$ cat src/rtl/nts_extractor_arbiter.sv
// nts_extractor_arbiter: round-robin arbiter that moves one TX packet at a
// time from an NTS engine FIFO into a ping-pong pair of extractor buffers
// and hands each completed packet to the MAC side.
module nts_extractor_arbiter #(
    parameter int ENGINES    = 4,
    parameter int ADDR_WIDTH = 8,
    parameter int TIMEOUT    = 255
) (
    input  logic                    i_clk,
    input  logic                    i_areset,
    input  logic [ENGINES-1:0]      i_engine_packet_available,
    input  logic [ENGINES-1:0]      i_engine_fifo_empty,
    output logic [ENGINES-1:0]      o_engine_fifo_rd_start,
    input  logic [ENGINES-1:0]      i_engine_fifo_rd_valid,
    input  logic [ENGINES*64-1:0]   i_engine_fifo_rd_data,
    input  logic [ENGINES*4-1:0]    i_engine_bytes_last_word,
    input  logic [1:0]              i_buffer_free,
    output logic                    o_ram_write,
    output logic                    o_ram_buffer,
    output logic [ADDR_WIDTH-1:0]   o_ram_addr,
    output logic [63:0]             o_ram_wdata,
    output logic                    o_packet_done,
    output logic                    o_packet_buffer,
    output logic [ADDR_WIDTH:0]     o_packet_words,
    output logic [3:0]              o_packet_bytes_last_word,
    output logic                    o_error,
    output logic [3:0]              o_grant
);

    localparam int PW = (ENGINES > 1) ? $clog2(ENGINES) : 1;
    localparam int TW = (TIMEOUT > 0) ? $clog2(TIMEOUT + 1) : 1;
    localparam logic [TW-1:0]       TMO = TW'(TIMEOUT);
    localparam logic [ADDR_WIDTH:0] CAP = {1'b1, {ADDR_WIDTH{1'b0}}};
    localparam logic [PW-1:0]       LAST_ENG = PW'(ENGINES - 1);

    typedef enum logic [2:0] {
        S_IDLE,
        S_START,
        S_START_WAIT,
        S_READ,
        S_DONE,
        S_ABORT
    } state_t;

    state_t              r_state;
    logic [PW-1:0]       r_rr_ptr;
    logic [PW-1:0]       r_g;
    logic                r_buf_sel;
    logic [ADDR_WIDTH:0] r_word_cnt;
    logic [TW-1:0]       r_timer;
    logic [3:0]          r_last_bytes;

    logic                w_found;
    logic [PW-1:0]       w_pick;
    logic [PW-1:0]       w_idx;
    logic                w_vld;
    logic                w_empty;
    logic [63:0]         w_data;
    logic [3:0]          w_bytes;
    logic [TW-1:0]       w_timer_inc;
    logic                w_timer_hit;
    logic [PW-1:0]       w_rr_next;

    // Only the granted engine's FIFO signals are ever looked at.
    assign w_vld       = i_engine_fifo_rd_valid[r_g];
    assign w_empty     = i_engine_fifo_empty[r_g];
    assign w_data      = i_engine_fifo_rd_data[64*r_g +: 64];
    assign w_bytes     = i_engine_bytes_last_word[4*r_g +: 4];
    assign w_timer_inc = r_timer + 1'b1;
    assign w_timer_hit = (w_timer_inc == TMO);
    assign w_rr_next   = (r_g == LAST_ENG) ? '0 : r_g + 1'b1;

    // Cyclic search for the first engine with a packet, starting at rr_ptr.
    always_comb begin
        w_found = 1'b0;
        w_pick  = '0;
        w_idx   = '0;
        for (int i = 0; i < ENGINES; i++) begin
            w_idx = PW'((int'(r_rr_ptr) + i) % ENGINES);
            if (!w_found && i_engine_packet_available[w_idx]) begin
                w_found = 1'b1;
                w_pick  = w_idx;
            end
        end
    end

    // Arbitration / transfer FSM with all outputs registered.
    always_ff @(posedge i_clk or posedge i_areset) begin
        if (i_areset) begin
            r_state                  <= S_IDLE;
            r_rr_ptr                 <= '0;
            r_g                      <= '0;
            r_buf_sel                <= 1'b0;
            r_word_cnt               <= '0;
            r_timer                  <= '0;
            r_last_bytes             <= '0;
            o_engine_fifo_rd_start   <= '0;
            o_ram_write              <= 1'b0;
            o_ram_buffer             <= 1'b0;
            o_ram_addr               <= '0;
            o_ram_wdata              <= '0;
            o_packet_done            <= 1'b0;
            o_packet_buffer          <= 1'b0;
            o_packet_words           <= '0;
            o_packet_bytes_last_word <= '0;
            o_error                  <= 1'b0;
            o_grant                  <= '0;
        end else begin
            o_engine_fifo_rd_start <= '0;
            o_ram_write            <= 1'b0;
            o_packet_done          <= 1'b0;
            o_error                <= 1'b0;
            case (r_state)
                S_IDLE: begin
                    // Buffers are consumed strictly in order; wait for ours.
                    if (w_found && i_buffer_free[r_buf_sel]) begin
                        r_g     <= w_pick;
                        o_grant <= 4'(w_pick);
                        r_state <= S_START;
                    end
                end
                S_START: begin
                    o_engine_fifo_rd_start[r_g] <= 1'b1;
                    r_timer    <= '0;
                    r_word_cnt <= '0;
                    r_state    <= S_START_WAIT;
                end
                S_START_WAIT: begin
                    if (w_vld) begin
                        o_ram_write  <= 1'b1;
                        o_ram_buffer <= r_buf_sel;
                        o_ram_addr   <= '0;
                        o_ram_wdata  <= w_data;
                        r_word_cnt   <= {{ADDR_WIDTH{1'b0}}, 1'b1};
                        r_timer      <= '0;
                        r_state      <= S_READ;
                    end else begin
                        r_timer <= w_timer_inc;
                        if (w_timer_hit) r_state <= S_ABORT;
                    end
                end
                S_READ: begin
                    if (w_vld) begin
                        if (r_word_cnt == CAP) begin
                            // Buffer full: drop the word and abandon the packet.
                            r_state <= S_ABORT;
                        end else begin
                            o_ram_write  <= 1'b1;
                            o_ram_buffer <= r_buf_sel;
                            o_ram_addr   <= r_word_cnt[ADDR_WIDTH-1:0];
                            o_ram_wdata  <= w_data;
                            r_word_cnt   <= r_word_cnt + 1'b1;
                            r_timer      <= '0;
                        end
                    end else if (w_empty) begin
                        r_last_bytes <= w_bytes;
                        r_state      <= S_DONE;
                    end else begin
                        r_timer <= w_timer_inc;
                        if (w_timer_hit) r_state <= S_ABORT;
                    end
                end
                S_DONE: begin
                    o_packet_done            <= 1'b1;
                    o_packet_buffer          <= r_buf_sel;
                    o_packet_words           <= r_word_cnt;
                    o_packet_bytes_last_word <= r_last_bytes;
                    r_buf_sel                <= ~r_buf_sel;
                    r_rr_ptr                 <= w_rr_next;
                    r_state                  <= S_IDLE;
                end
                S_ABORT: begin
                    // Buffer is reused; the engine flushes its own leftovers.
                    o_error  <= 1'b1;
                    r_rr_ptr <= w_rr_next;
                    r_state  <= S_IDLE;
                end
                default: r_state <= S_IDLE;
            endcase
        end
    end

endmodule

$ cat config.mk
export PLATFORM = sky130hd
export DESIGN_NAME = nts_extractor_arbiter
export DESIGN_NICKNAME = d
export VERILOG_FILES = /design/src/rtl/nts_extractor_arbiter.sv
export SDC_FILE = /design/constraint.sdc
export NUM_CORES = 1
export LEC_CHECK = 0
export CORE_AREA = 2 2 148 150
export DETAILED_ROUTE_END_ITERATION = 6
export DIE_AREA = 0 0 150 152
export PLACE_DENSITY = 0.72
export SLEW_MARGIN = 40
export SYNTH_ARGS = -nofsm -noshare
export SYNTH_HDL_FRONTEND = slang
export SYNTH_SLANG_ARGS = --single-unit
$ cat constraint.sdc
create_clock -name i_clk -period 7.1 [get_ports i_clk]
set_clock_uncertainty 0.15 [all_clocks]
set_input_delay 0.71 -clock i_clk [delete_from_list [all_inputs] [get_ports i_clk]]
set_output_delay 0.71 -clock i_clk [all_outputs]
set_load 0.01 [all_outputs]
==> impl_metrics.json <==
{
  "async_reset_ff_frac": 1.00,
  "synth_edf_count": 0,
  "num_rows": 54,
  "slew_violations": 0,
  "cts_inserted_buffers": 17,
  "place.gp.congestion": 0.915,
  "dieArea_mm2": 0.0228,
  "cts_resized": 0,
  "period_minus_slack_ns": 3.38,
  "maxCapViolations": 0,
  "hold_viol_final": 0,
  "tightest_slew_ns": 0.773,
  "wl_mm": 24.5,
  "synth_top_area_frac": 0.432,
  "crit_required_ns": 7.25,
  "antenna_left": 0,
  "slew_headroom": 0.481,
  "power_density_mw_per_mm2": 384,
  "post-route-period-util": 0.476,
  "port_buffers": 383,
  "ys_ff_latch": 123,
  "muxShareOfSynthArea": 0.386,
  "clock.fmax_mhz": 296,
  "worstPathArrival_ns": 3.52,
  "core_mm2": 0.0214,
  "clock_sinks": 123,
  "detailed_place_hpwl_mm": 19.6,
  "dpl_worst_slack_ns": 3.36,
  "worst_slack_ns": 3.72,
  "ys_seq_area_frac": 0.432,
  "synthAdderAreaFrac": 0.0140,
  "pin_count": 386,
  "dieWidth_um": 150,
  "drtPass1Iterations": 4,
  "die_h_um": 152,
  "mostFrequentLayoutCell": "clkdlybuf4s50_1",
  "remaining_drc_errors": 0,
  "p_sw_frac": 0.336,
  "antenna_found_initial": 6,
  "synth_compound_area_frac": 0.0433,
  "combPwrFrac": 0.524,
  "clk-insertion-delay-late_ns": 0.42,
  "final_cell_mix": "383 x clkdlybuf4s50_1, 121 x dfrtp_1, 71 x mux4_2",
  "p_clk_frac": 0.200,
  "p_int_mw": 3.00,
  "yosysTopAreaCell": "dfrtp_1",
  "postSynthCellCount": 488,
  "root_buffer": "clkbuf_16",
  "stdcell_count": 1158,
  "grt_pass1_vias": 6192,
  "synth_warnings": 0,
  "synth_area_mm2": 0.00713,
  "grt_overflow": 0,
  "syn_area_per_cell_um2": 14.6,
  "cts_buffer_depth": 2,
  "placed_cells": 1124,
  "post-route-util": 0.550,
  "n_fill_cell": 1790,
  "grt_max_degree": 75,
  "cts_tree": "built",
  "layout-drive-gt1-share": 0.231,
  "holdBufCountCts": 0,
  "htreeDepth": 4,
  "synth_top_family_by_area": "multiplexers",
  "r2r_slack_ns": 3.72,
  "leakagePower_nw": 4.77,
  "setup_tns_ns": 0,
  "stdcell_area_mm2": 0.0117,
  "setup_viol": 0,
  "crit_fanout": 52,
  "synth.area.top_cells": "dfrtp_1 43%, mux4_2 22%, mux2_4 11%",
  "rsz0062_at_grt": "false",
  "initial_core_util": 0.334,
  "cp-start-kind": "flip-flop",
  "critPathKind": "reg -> reg",
  "track_usage": 0.219,
  "holdCritPathClass": "reg -> reg",
  "dpl_cell_area_mm2": 0.0111,
  "endpoint_kind": "flip-flop",
  "synth_cell_type_count": 50,
  "vias": 5810,
  "post_drt_wl_per_cell_um": 21.2,
  "synthSimpleGateAreaFrac": 0.0689,
  "layout.nets": 1159,
  "clk_pin_slew_worst_paths_ns": 0.06,
  "post-cts-setup-buffers": 0,
  "status": "finished clean",
  "drtIter0Drc": 238,
  "synthFlopType": "dfrtp_1",
  "p_switching_mw": 1.52,
  "grt_pass1_wl_mm": 36.8,
  "synth-xor-area-share": 0.0135,
  "area_growth_pct": 64.7,
  "power.total_mw": 4.52,
  "viasPerCell": 5.02,
  "power_frac_seq": 0.276,
  "irDropWorstVdd_v": 0.000190,
  "holdWs_ns": 0.323
}
[cell families after synthesis]
group | Yosys count
buf+inv | 46
xor+xnor | 11
simple gates | 100
mux | 157
other cells | 1
compound gates | 42
flops | 123
fa+ha+maj | 8
[layout make-up]
| class | instances | area [um2] | share of cell area |
|---|---|---|---|
| repair buffers | 388 | 3880 | 0.331 |
| multi-input cells | 320 | 3760 | 0.320 |
| flip-flops and latches | 123 | 3090 | 0.263 |
| clock buffers | 19 | 443 | 0.0377 |
| well taps | 280 | 350 | 0.0298 |
| clock inverters | 13 | 166 | 0.0142 |
| inverters | 13 | 56.3 | 0.00479 |
| diodes | 2 | 5.00 | 0.000426 |
[layer usage]
layer,vias up,GRT usage,share of wire
li1,2619,-,-
met1,2913,0.263,0.38
met5,-,0,0.0018
met2,234,0.367,0.52
met4,6,0.0746,0.026
met3,38,0.0769,0.071
[power groups by stage]
stage	clock [mW]	sequential (mW)	combinational, mW
finish	0.902	1.25	2.37
global placement	0	1.25	2.36
global route	0.956	1.29	2.50
CTS	0.918	1.25	2.40
floorplan	0	1.25	1.53
detailed placement	0	1.25	2.39
[critical path: stages, from the launching register on]
cell	delay (ns)
dfrtp_4	0.66
mux4_2	0.54
o31ai_4	0.15
or2_1	0.37
inv_4	0.31
buf_6	0.56
mux2_2	0.41
[worst paths after layout]
kind,startpoint,to,cells after the start
max reg2reg,o_grant[0]$_DFFE_PP0P_,o_ram_wdata[49]$_DFFE_PP0P_,6
min in group asynchronous,i_areset,o_ram_wdata[24]$_DFFE_PP0P_,2
max,o_grant[0]$_DFFE_PP0P_,o_ram_wdata[49]$_DFFE_PP0P_,6
min,o_ram_addr[3]$_DFFE_PP0P_,o_ram_addr[3]$_DFFE_PP0P_,2
max in group asynchronous,i_areset,r_state[2]$_DFFE_PP0P_,3
min reg2reg,o_ram_addr[3]$_DFFE_PP0P_,o_ram_addr[3]$_DFFE_PP0P_,2
[Yosys cell counts (2+ instances only)]
master	n
a211o_1	2
a211oi_1	9
a21o_1	5
a21oi_1	5
and2_1	4
and4_1	2
buf_1	2
buf_12	6
buf_2	5
buf_4	2
buf_6	2
clkbuf_1	16
dfrtp_1	123
ha_1	8
inv_1	12
mux2_2	34
mux2_4	50
mux2i_1	2
mux4_2	71
nand2_1	31
nand2b_1	6
nand3_1	13
nand4_1	5
nor2_1	21
nor2b_1	2
nor3_1	6
o21ai_0	7
o221ai_1	2
o22ai_1	2
o2bb2ai_1	2
or2_2	3
xnor2_1	8
xor2_1	3
[state kept, by name (all words and copies together), names as in the netlist, 2 cells and up]
name                      cells
o_engine_fifo_rd_start        4
o_grant                       2
o_packet_bytes_last_word      4
o_packet_words                9
o_ram_addr                    8
o_ram_wdata                  64
r_last_bytes                  4
r_rr_ptr                      2
r_state                       3
r_timer                       8
r_word_cnt                    9
Note: power is estimated with default switching activity, not from simulation.
